**config.mk**
```make
export PLATFORM = sky130hd
export DESIGN_NAME = pu_msp430_timer_lite
export DESIGN_NICKNAME = d
export VERILOG_FILES = /design/src/rtl/pu_msp430_timer_lite.sv
export SDC_FILE = /design/constraint.sdc
export NUM_CORES = 1
export LEC_CHECK = 0
export CORE_MARGIN = 2
export CORE_UTILIZATION = 50
export CTS_CLUSTER_SIZE = 14
export DETAILED_ROUTE_END_ITERATION = 8
export DONT_BUFFER_PORTS = 1
export GPL_TIMING_DRIVEN = 0
export PLACE_DENSITY_LB_ADDON = 0.15
export SYNTH_ARGS = -nofsm -noshare
export SYNTH_HDL_FRONTEND = slang
export SYNTH_SLANG_ARGS = --single-unit
```
**constraint.sdc**
```tcl
create_clock -name mclk -period 5.74 [get_ports mclk]
set_input_delay 0.861 -clock mclk [delete_from_list [all_inputs] [get_ports mclk]]
set_output_delay 0.861 -clock mclk [all_outputs]
set_load 0.1 [all_outputs]
```
**src/rtl/pu_msp430_timer_lite.sv**
```systemverilog
// 16-bit peripheral timer: prescaler, compare register, maskable IRQ; reads are combinational in the access cycle.
// Writes land at the edge that ends the access; zero wait states, never back-pressures the bus.
module pu_msp430_timer_lite #(
  parameter logic [14:0] BASE_ADDR = 15'h0160
) (
  input  logic        mclk,
  input  logic        puc_rst_n,
  input  logic [13:0] per_addr,
  input  logic [15:0] per_din,
  input  logic        per_en,
  input  logic [1:0]  per_we,
  input  logic        irq_acc,
  output logic [15:0] per_dout,
  output logic        irq
);

  localparam logic [1:0] OFF_CTL  = 2'd0;
  localparam logic [1:0] OFF_CNT  = 2'd1;
  localparam logic [1:0] OFF_CCR  = 2'd2;
  localparam logic [1:0] OFF_STAT = 2'd3;

  logic        en_q, en_d;
  logic        mode_q, mode_d;
  logic [1:0]  div_q, div_d;
  logic        ie_q, ie_d;
  logic [15:0] cnt_q, cnt_d;
  logic [15:0] ccr_q, ccr_d;
  logic        ifg_q, ifg_d;
  logic        ovf_q, ovf_d;
  logic [2:0]  div_cnt_q, div_cnt_d;

  logic        reg_sel, reg_wr, reg_rd;
  logic [1:0]  off;
  logic        ctl_wr_lo, stat_wr_lo, clr;
  logic [2:0]  div_term;
  logic        tick, tick_eff, match;
  logic        set_ifg, set_ovf;

  function automatic logic [15:0] byte_merge(input logic [15:0] old_v,
                                             input logic [15:0] new_v,
                                             input logic [1:0]  be);
    byte_merge = {be[1] ? new_v[15:8] : old_v[15:8],
                  be[0] ? new_v[7:0]  : old_v[7:0]};
  endfunction

  assign reg_sel    = per_en & (per_addr[13:2] == BASE_ADDR[14:3]);
  assign off        = per_addr[1:0];
  assign reg_wr     = reg_sel & (per_we != 2'b00);
  assign reg_rd     = reg_sel & (per_we == 2'b00);
  assign ctl_wr_lo  = reg_wr & (off == OFF_CTL) & per_we[0];
  assign stat_wr_lo = reg_wr & (off == OFF_STAT) & per_we[0];
  assign clr        = ctl_wr_lo & per_din[5];

  always_comb begin
    div_term = 3'd0;
    case (div_q)
      2'd0: div_term = 3'd0;
      2'd1: div_term = 3'd1;
      2'd2: div_term = 3'd3;
      default: div_term = 3'd7;
    endcase
  end

  assign tick     = en_q & (div_cnt_q == div_term);
  // CLR suppresses every side effect of a coincident tick, flags included.
  assign tick_eff = tick & ~clr;
  assign match    = (cnt_q == ccr_q);
  assign set_ifg  = tick_eff & match;
  assign set_ovf  = tick_eff & (cnt_q == 16'hFFFF) & ~(mode_q & match);

  always_comb begin
    en_d      = en_q;
    mode_d    = mode_q;
    div_d     = div_q;
    ie_d      = ie_q;
    cnt_d     = cnt_q;
    ccr_d     = ccr_q;
    div_cnt_d = div_cnt_q;

    if (en_q) begin
      div_cnt_d = tick ? 3'd0 : div_cnt_q + 3'd1;
    end
    if (tick_eff) begin
      cnt_d = (mode_q & match) ? 16'h0000 : cnt_q + 16'd1;
    end

    if (ctl_wr_lo) begin
      en_d   = per_din[0];
      mode_d = per_din[1];
      div_d  = per_din[3:2];
      ie_d   = per_din[4];
    end
    // Software writes override the tick's counter update, using the pre-tick value for untouched bytes.
    if (reg_wr && off == OFF_CNT) begin
      cnt_d = byte_merge(cnt_q, per_din, per_we);
    end
    if (reg_wr && off == OFF_CCR) begin
      ccr_d = byte_merge(ccr_q, per_din, per_we);
    end
    if (clr) begin
      cnt_d     = 16'h0000;
      div_cnt_d = 3'd0;
    end

    ifg_d = set_ifg | (ifg_q & ~(stat_wr_lo & per_din[0]) & ~irq_acc);
    ovf_d = set_ovf | (ovf_q & ~(stat_wr_lo & per_din[1]));
  end

  always_ff @(posedge mclk or negedge puc_rst_n) begin
    if (!puc_rst_n) begin
      en_q      <= 1'b0;
      mode_q    <= 1'b0;
      div_q     <= 2'd0;
      ie_q      <= 1'b0;
      cnt_q     <= 16'h0000;
      ccr_q     <= 16'h0000;
      ifg_q     <= 1'b0;
      ovf_q     <= 1'b0;
      div_cnt_q <= 3'd0;
    end else begin
      en_q      <= en_d;
      mode_q    <= mode_d;
      div_q     <= div_d;
      ie_q      <= ie_d;
      cnt_q     <= cnt_d;
      ccr_q     <= ccr_d;
      ifg_q     <= ifg_d;
      ovf_q     <= ovf_d;
      div_cnt_q <= div_cnt_d;
    end
  end

  always_comb begin
    per_dout = 16'h0000;
    if (reg_rd) begin
      case (off)
        OFF_CTL:  per_dout = {11'd0, ie_q, div_q, mode_q, en_q};
        OFF_CNT:  per_dout = cnt_q;
        OFF_CCR:  per_dout = ccr_q;
        default:  per_dout = {14'd0, ovf_q, ifg_q};
      endcase
    end
  end

  assign irq = ie_q & ifg_q;

endmodule
```
; ---- Word level (Yosys, flattened, before mapping)
; Cells that the tools add are included.
[word_totals]
ff_bits = 42
inputBits = 36
out_inout_bits = 17
word_cells = 75
[classes]
addsub = 2
eq_ne = 11
muxes = 12
bitwise_logic = 27
n_reduce_logical = 12
[op_table]
columns = op, n
row1 = $mux 16, 5
row2 = $pmux 16 s3, 1
row3 = $and 1x1->1, 20
row4 = $add 16x1->16 const B, 1
row5 = $eq 16x16->1, 1
row6 = $eq 16x16->1 const B, 1
row7 = $mux 8, 2
row8 = $eq 12x6->1 const B, 1
row9 = $mux 3, 3
row10 = $pmux 3 s3, 1
row11 = $reduce_and 2->1, 4
row12 = $eq 2x2->1 const B, 3
row13 = $logic_not 2->1, 3
row14 = $ne 3x3->1 const B, 2
row15 = $not 1->1, 5
row16 = $eq 2x1->1 const B, 2
row17 = $reduce_bool 2->1, 2
row18 = $add 3x1->3 const B, 1
row19 = $eq 3x3->1, 1
row20 = $reduce_bool 3->1, 1
row21 = $logic_and 1x1->1, 2
row22 = $or 1x1->1, 2

; ---- Depth between registers and ports, before layout
[depth]
depth_word = 11
ltp_mapped = 8
mapped_depth_nobuf = 7

; ---- Worst setup path before layout
; OpenSTA, ideal clock, no wires.
[synth_timing]
path_type = input -> output
startpoint = in per_addr[10]
endpoint = out per_dout[10]
arrival_time_ps = 3371
required_time_ps = 4879
slack_ps = 1508
stages = 6
n_path_buf = 2
cell_sequence = nor3_1 > nand4_4 > or3_1 > clkbuf_1 > clkbuf_1 > nor2_1
[synth_via]
elab_chain_len = 4
[synth_lines]
columns = item, line
row1 = from (decl), 8  ; input logic [13:0] per_addr,
row2 = $eq 12x6->1, 46  ; assign reg_sel = per_en & (per_addr[13:2] == BASE_ADDR[14:3]);
row3 = $and 1x1->1, 46
row4 = $and 1x1->1, 49  ; assign reg_rd = reg_sel & (per_we == 2'b00);
row5 = $mux 16, 135  ; if (reg_rd) begin
row6 = to (decl), 13  ; output logic [15:0] per_dout,
; Every way passes these cells.

; ---- Worst setup path in the final report
[layout_timing]
startpoint = in per_addr[10]
endpoint = out per_dout[9]
; The elaborated chain is that of the path after synthesis.

==> results.txt <==
On the final layout, the worst hold slack is 0.247 ns. The starting density of the core is 0.527. STA classifies the critical path startpoint as an input pin. Setup violations remaining at the end of the flow were counted as 0.

The maximum clock frequency is 234 MHz. Post-CTS repair changed the size of 0 cells. The HPWL after detailed placement came out at 5.76 mm. Dividing the final minimum period by the clock period gives 0.744.

The routed length per instance came out at 19.3 um. The area fraction of the dominant cell type after synthesis came out at 0.358. Setup repair after global routing left no endpoint under its margin.

In the synthesized netlist, the number of instances is 321. After floorplanning, the core was sized to cover 5570 um^2. The final routed wirelength across all metal layers is 7.75 mm. The TritonCTS clock tree is done. The number of slew-limit violations in the final report is 0. The power density over the cells is 249 nW/um^2.

The post-CTS setup repair buffer count came out at 0. The post-detailed-route DRC marker count came out at 0. The synthesized design contains 0 enable-type register cells. After detailed placement, the design holds a cell count of 393. The share of synthesized registers carrying an async set or reset came out at 1.00. The max-capacitance violation count is 0. Summing all multi-input logic gate instances after layout gives 1810 um^2. The die footprint came out at 6500 um^2. Walking the worst path, the cells encountered are nor3_1 -> nand4_4 -> or3_1 -> clkbuf_1 -> clkbuf_1 -> nor2_2. The synthesized cell area is 2940 um^2. CTS placed an instance of sky130_fd_sc_hd__clkbuf_8 at the clock tree root.

53 I/O pins were placed. STA classifies the critical path endpoint as a primary output. The via count of the first global-routing pass is 2,427. By area the synthesized netlist is led by sky130_fd_sc_hd__dfrtp_1, sky130_fd_sc_hd__mux2_2, sky130_fd_sc_hd__a22oi_1. The final critical-path setup slack came out at 1.47 ns. The number of nets handed over by synthesis was 359. The worst slew margin relative to its limit is 0.282. The number of buffer cells added on primary ports came out at 0.

The synthesized flop and latch total came out at 42. The wire length of the first global-routing pass is 12.7 mm. The final number of hold-violating endpoints came out at 0.

The slew of the pin with the lowest slew margin came out at 1.08 ns. In the synthesized netlist, the cells that appear most often are sky130_fd_sc_hd__dfrtp_1, sky130_fd_sc_hd__nor2_1, sky130_fd_sc_hd__nand2_1. The vertical die dimension came out at 80.6 um. The number of levels in the clock H-tree is 2. Across every metal layer, demand over resource in global routing totals 0.257.

At the end of routability-driven placement, the weighted congestion stood at 0.834. The number of antenna-violating nets in the routed design came out at 0. Relative to the synthesized area, the layout overhead comes to 8.06%. The number of diodes added for antenna fixing is 0. The worst IR drop on VDD is 0.000182 V. The critical-path cell with the highest stage delay is sky130_fd_sc_hd__nor2_2. The count of fill cells added during filler insertion is 509. At the placement stage, the worst setup path has a slack of 1.48 ns. The largest net degree at the start of global routing came out at 43. The number of cells on the worst reg-to-reg path is 7. The number of CTS-inserted buffers is 5.

The minimum period implied by the final worst setup slack came out at 4.27 ns. The number of cells in the finished layout apart from fillers is 401. The critical path data arrival time came out at 3.41 ns. Measured along the x axis, the die boundary spans 80.6 um. The cell type contributing the most total cell area after synthesis is sky130_fd_sc_hd__dfrtp_1. The run finished with clean final reports. The worst endpoint required time came out at 4.88 ns. The summed negative setup slack over all endpoints came out at 0 ns.

The clock insertion delay at the later pin of the skew report is 0.30 ns. The worst-case clock buffer depth is 2. Clock-pin slew was measured on the worst setup and hold paths at 0.08 ns. The number of antenna violations at the first check in global routing came out at 0. The detailed-routing iteration count for the pre-antenna-repair pass came out at 5. Of the cells placed in the final design, the portion with a size suffix greater than 1 is 0.216. The count of vias placed by the detailed router came out at 2,560.

The remaining global-route overflow is 0. The class of the most critical setup path is input pin to primary output. The number of buffers inserted for hold repair after clock tree synthesis came out at 0. The highest net fanout along the worst path is 10. The worst-case clock skew is 0.00694 ns.

The tree built by TritonCTS fans out to 42 sinks. The count of warnings emitted by yosys is 0. The sequential area share after synthesis is 0.358. In the final layout, flip-flops and latches occupy 1050 um^2. In the post-synthesis netlist, the cell with the most instances is sky130_fd_sc_hd__dfrtp_1. The most used flip-flop cell after synthesis is sky130_fd_sc_hd__dfrtp_1. The DRC violation total after the first TritonRoute iteration came out at 210. The leakage power is 1.23 nW. The net count of the finished layout came out at 366. The post-synthesis average cell area came out at 9.14 um^2. In this run the core area contains 27 standard-cell rows. The most numerous cell on the critical path is sky130_fd_sc_hd__clkbuf_1. The via density per instance is 6.38. After synthesis, the netlist uses 58 different library cells. The biggest cell delay along the critical path is 0.93 ns. The worst hold path belongs to the class input pin to async pin.
[worst max-delay path, delay by kind of cell]
kind | cells | cell delay, ns
buffers and inverters | 2 | 0.66
AND/OR/NAND/NOR | 4 | 1.87
[final timing paths]
check | slack (ns) | start | end
worst max-delay path | 1.47 | per_addr[10] | per_dout[9]
worst min register to register | 0.52 | ovf_q$_DFF_PN0_ | ovf_q$_DFF_PN0_
worst min-delay path | 0.25 | puc_rst_n | ccr_q[12]$_DFFE_PN0P_
worst max register to register | 3.39 | cnt_q[13]$_DFFE_PN0P_ | cnt_q[6]$_DFFE_PN0P_
min in group mclk | 0.52 | ovf_q$_DFF_PN0_ | ovf_q$_DFF_PN0_
max in group asynchronous | 5.39 | puc_rst_n | div_cnt_q[2]$_DFFE_PN0P_
[metrics by stage]
stage | total power [W] | area [um^2] | utilization
2_1_floorplan | 0.000508 | 2940 | -
3_3_place_gp | 0.000553 | 3030 | 0.543
3_5_place_dp | 0.000558 | 3070 | 0.550
4_1_cts | 0.000792 | 3170 | 0.569
5_1_grt | 0.000835 | 3170 | 0.569
6_report | 0.000789 | 3170 | 0.569
[layout make-up]
cell class	count	area share
buffer	20	0.0284
clock buffer	7	0.0241
clock inverter	1	0.00947
inverter	7	0.00828
multi-input combinational	252	0.570
sequential	42	0.331
tap	72	0.0284
[cells by family after synthesis]
| group | after synthesis | share of synthesized area |
|---|---|---|
| AOI/OAI and AO/OA | 74 | 0.185 |
| DFF | 42 | 0.358 |
| adders and majority gates | 2 | 0.00852 |
| muxes | 25 | 0.102 |
| buffers and inverters | 27 | 0.0396 |
| xor gates and xnor gates | 16 | 0.0477 |
| and+or+nand+nor | 135 | 0.260 |
[cell usage in the layout, fill, tap and decap left out, types with 3 or more instances in the layout]
cell type,n
sky130_fd_sc_hd__dfrtp_1,42
sky130_fd_sc_hd__nand2_1,32
sky130_fd_sc_hd__nor2_1,23
sky130_fd_sc_hd__a22oi_1,20
sky130_fd_sc_hd__mux2_2,19
sky130_fd_sc_hd__nor2_2,16
sky130_fd_sc_hd__xnor2_1,16
sky130_fd_sc_hd__o21ai_0,12
sky130_fd_sc_hd__buf_2,11
sky130_fd_sc_hd__nand4_1,11
sky130_fd_sc_hd__clkbuf_1,10
sky130_fd_sc_hd__nand3_1,8
sky130_fd_sc_hd__inv_1,7
sky130_fd_sc_hd__a21oi_1,6
sky130_fd_sc_hd__and2_1,6
sky130_fd_sc_hd__nor3_1,5
sky130_fd_sc_hd__or3_1,5
sky130_fd_sc_hd__a31oi_1,5
sky130_fd_sc_hd__clkbuf_8,5
sky130_fd_sc_hd__mux2i_1,4
sky130_fd_sc_hd__and4_1,4
sky130_fd_sc_hd__o221ai_1,4
sky130_fd_sc_hd__a211oi_1,4
sky130_fd_sc_hd__nor2b_2,3
sky130_fd_sc_hd__nand2b_1,3
sky130_fd_sc_hd__o211ai_1,3
sky130_fd_sc_hd__a211o_1,3
[power breakdown]
group / switching [W] / total [W] / internal, W / leakage [nW]
clock network: 0.000105 / 0.000235 / 0.000130 / 0.0524
logic: 0.000116 / 0.000203 / 0.0000866 / 0.620
registers: 0.0000283 / 0.000351 / 0.000323 / 0.554
[state kept, by name (all words and copies together), names as in the netlist]
signal / cells
ccr_q: 16
cnt_q: 16
div_cnt_q: 3
div_q: 2
en_q: 1
ie_q: 1
ifg_q: 1
mode_q: 1
ovf_q: 1
[layer usage]
layer,part of all wire,global-route usage,routed length (um),vias to the layer above
li1,-,-,-,1205
met1,0.44,0.356,3440,1251
met2,0.48,0.413,3730,88
met3,0.057,0.0416,444,16
met4,0.016,0.0763,125,0
met5,0,0,0,-
(Power assumes the default switching activity.)
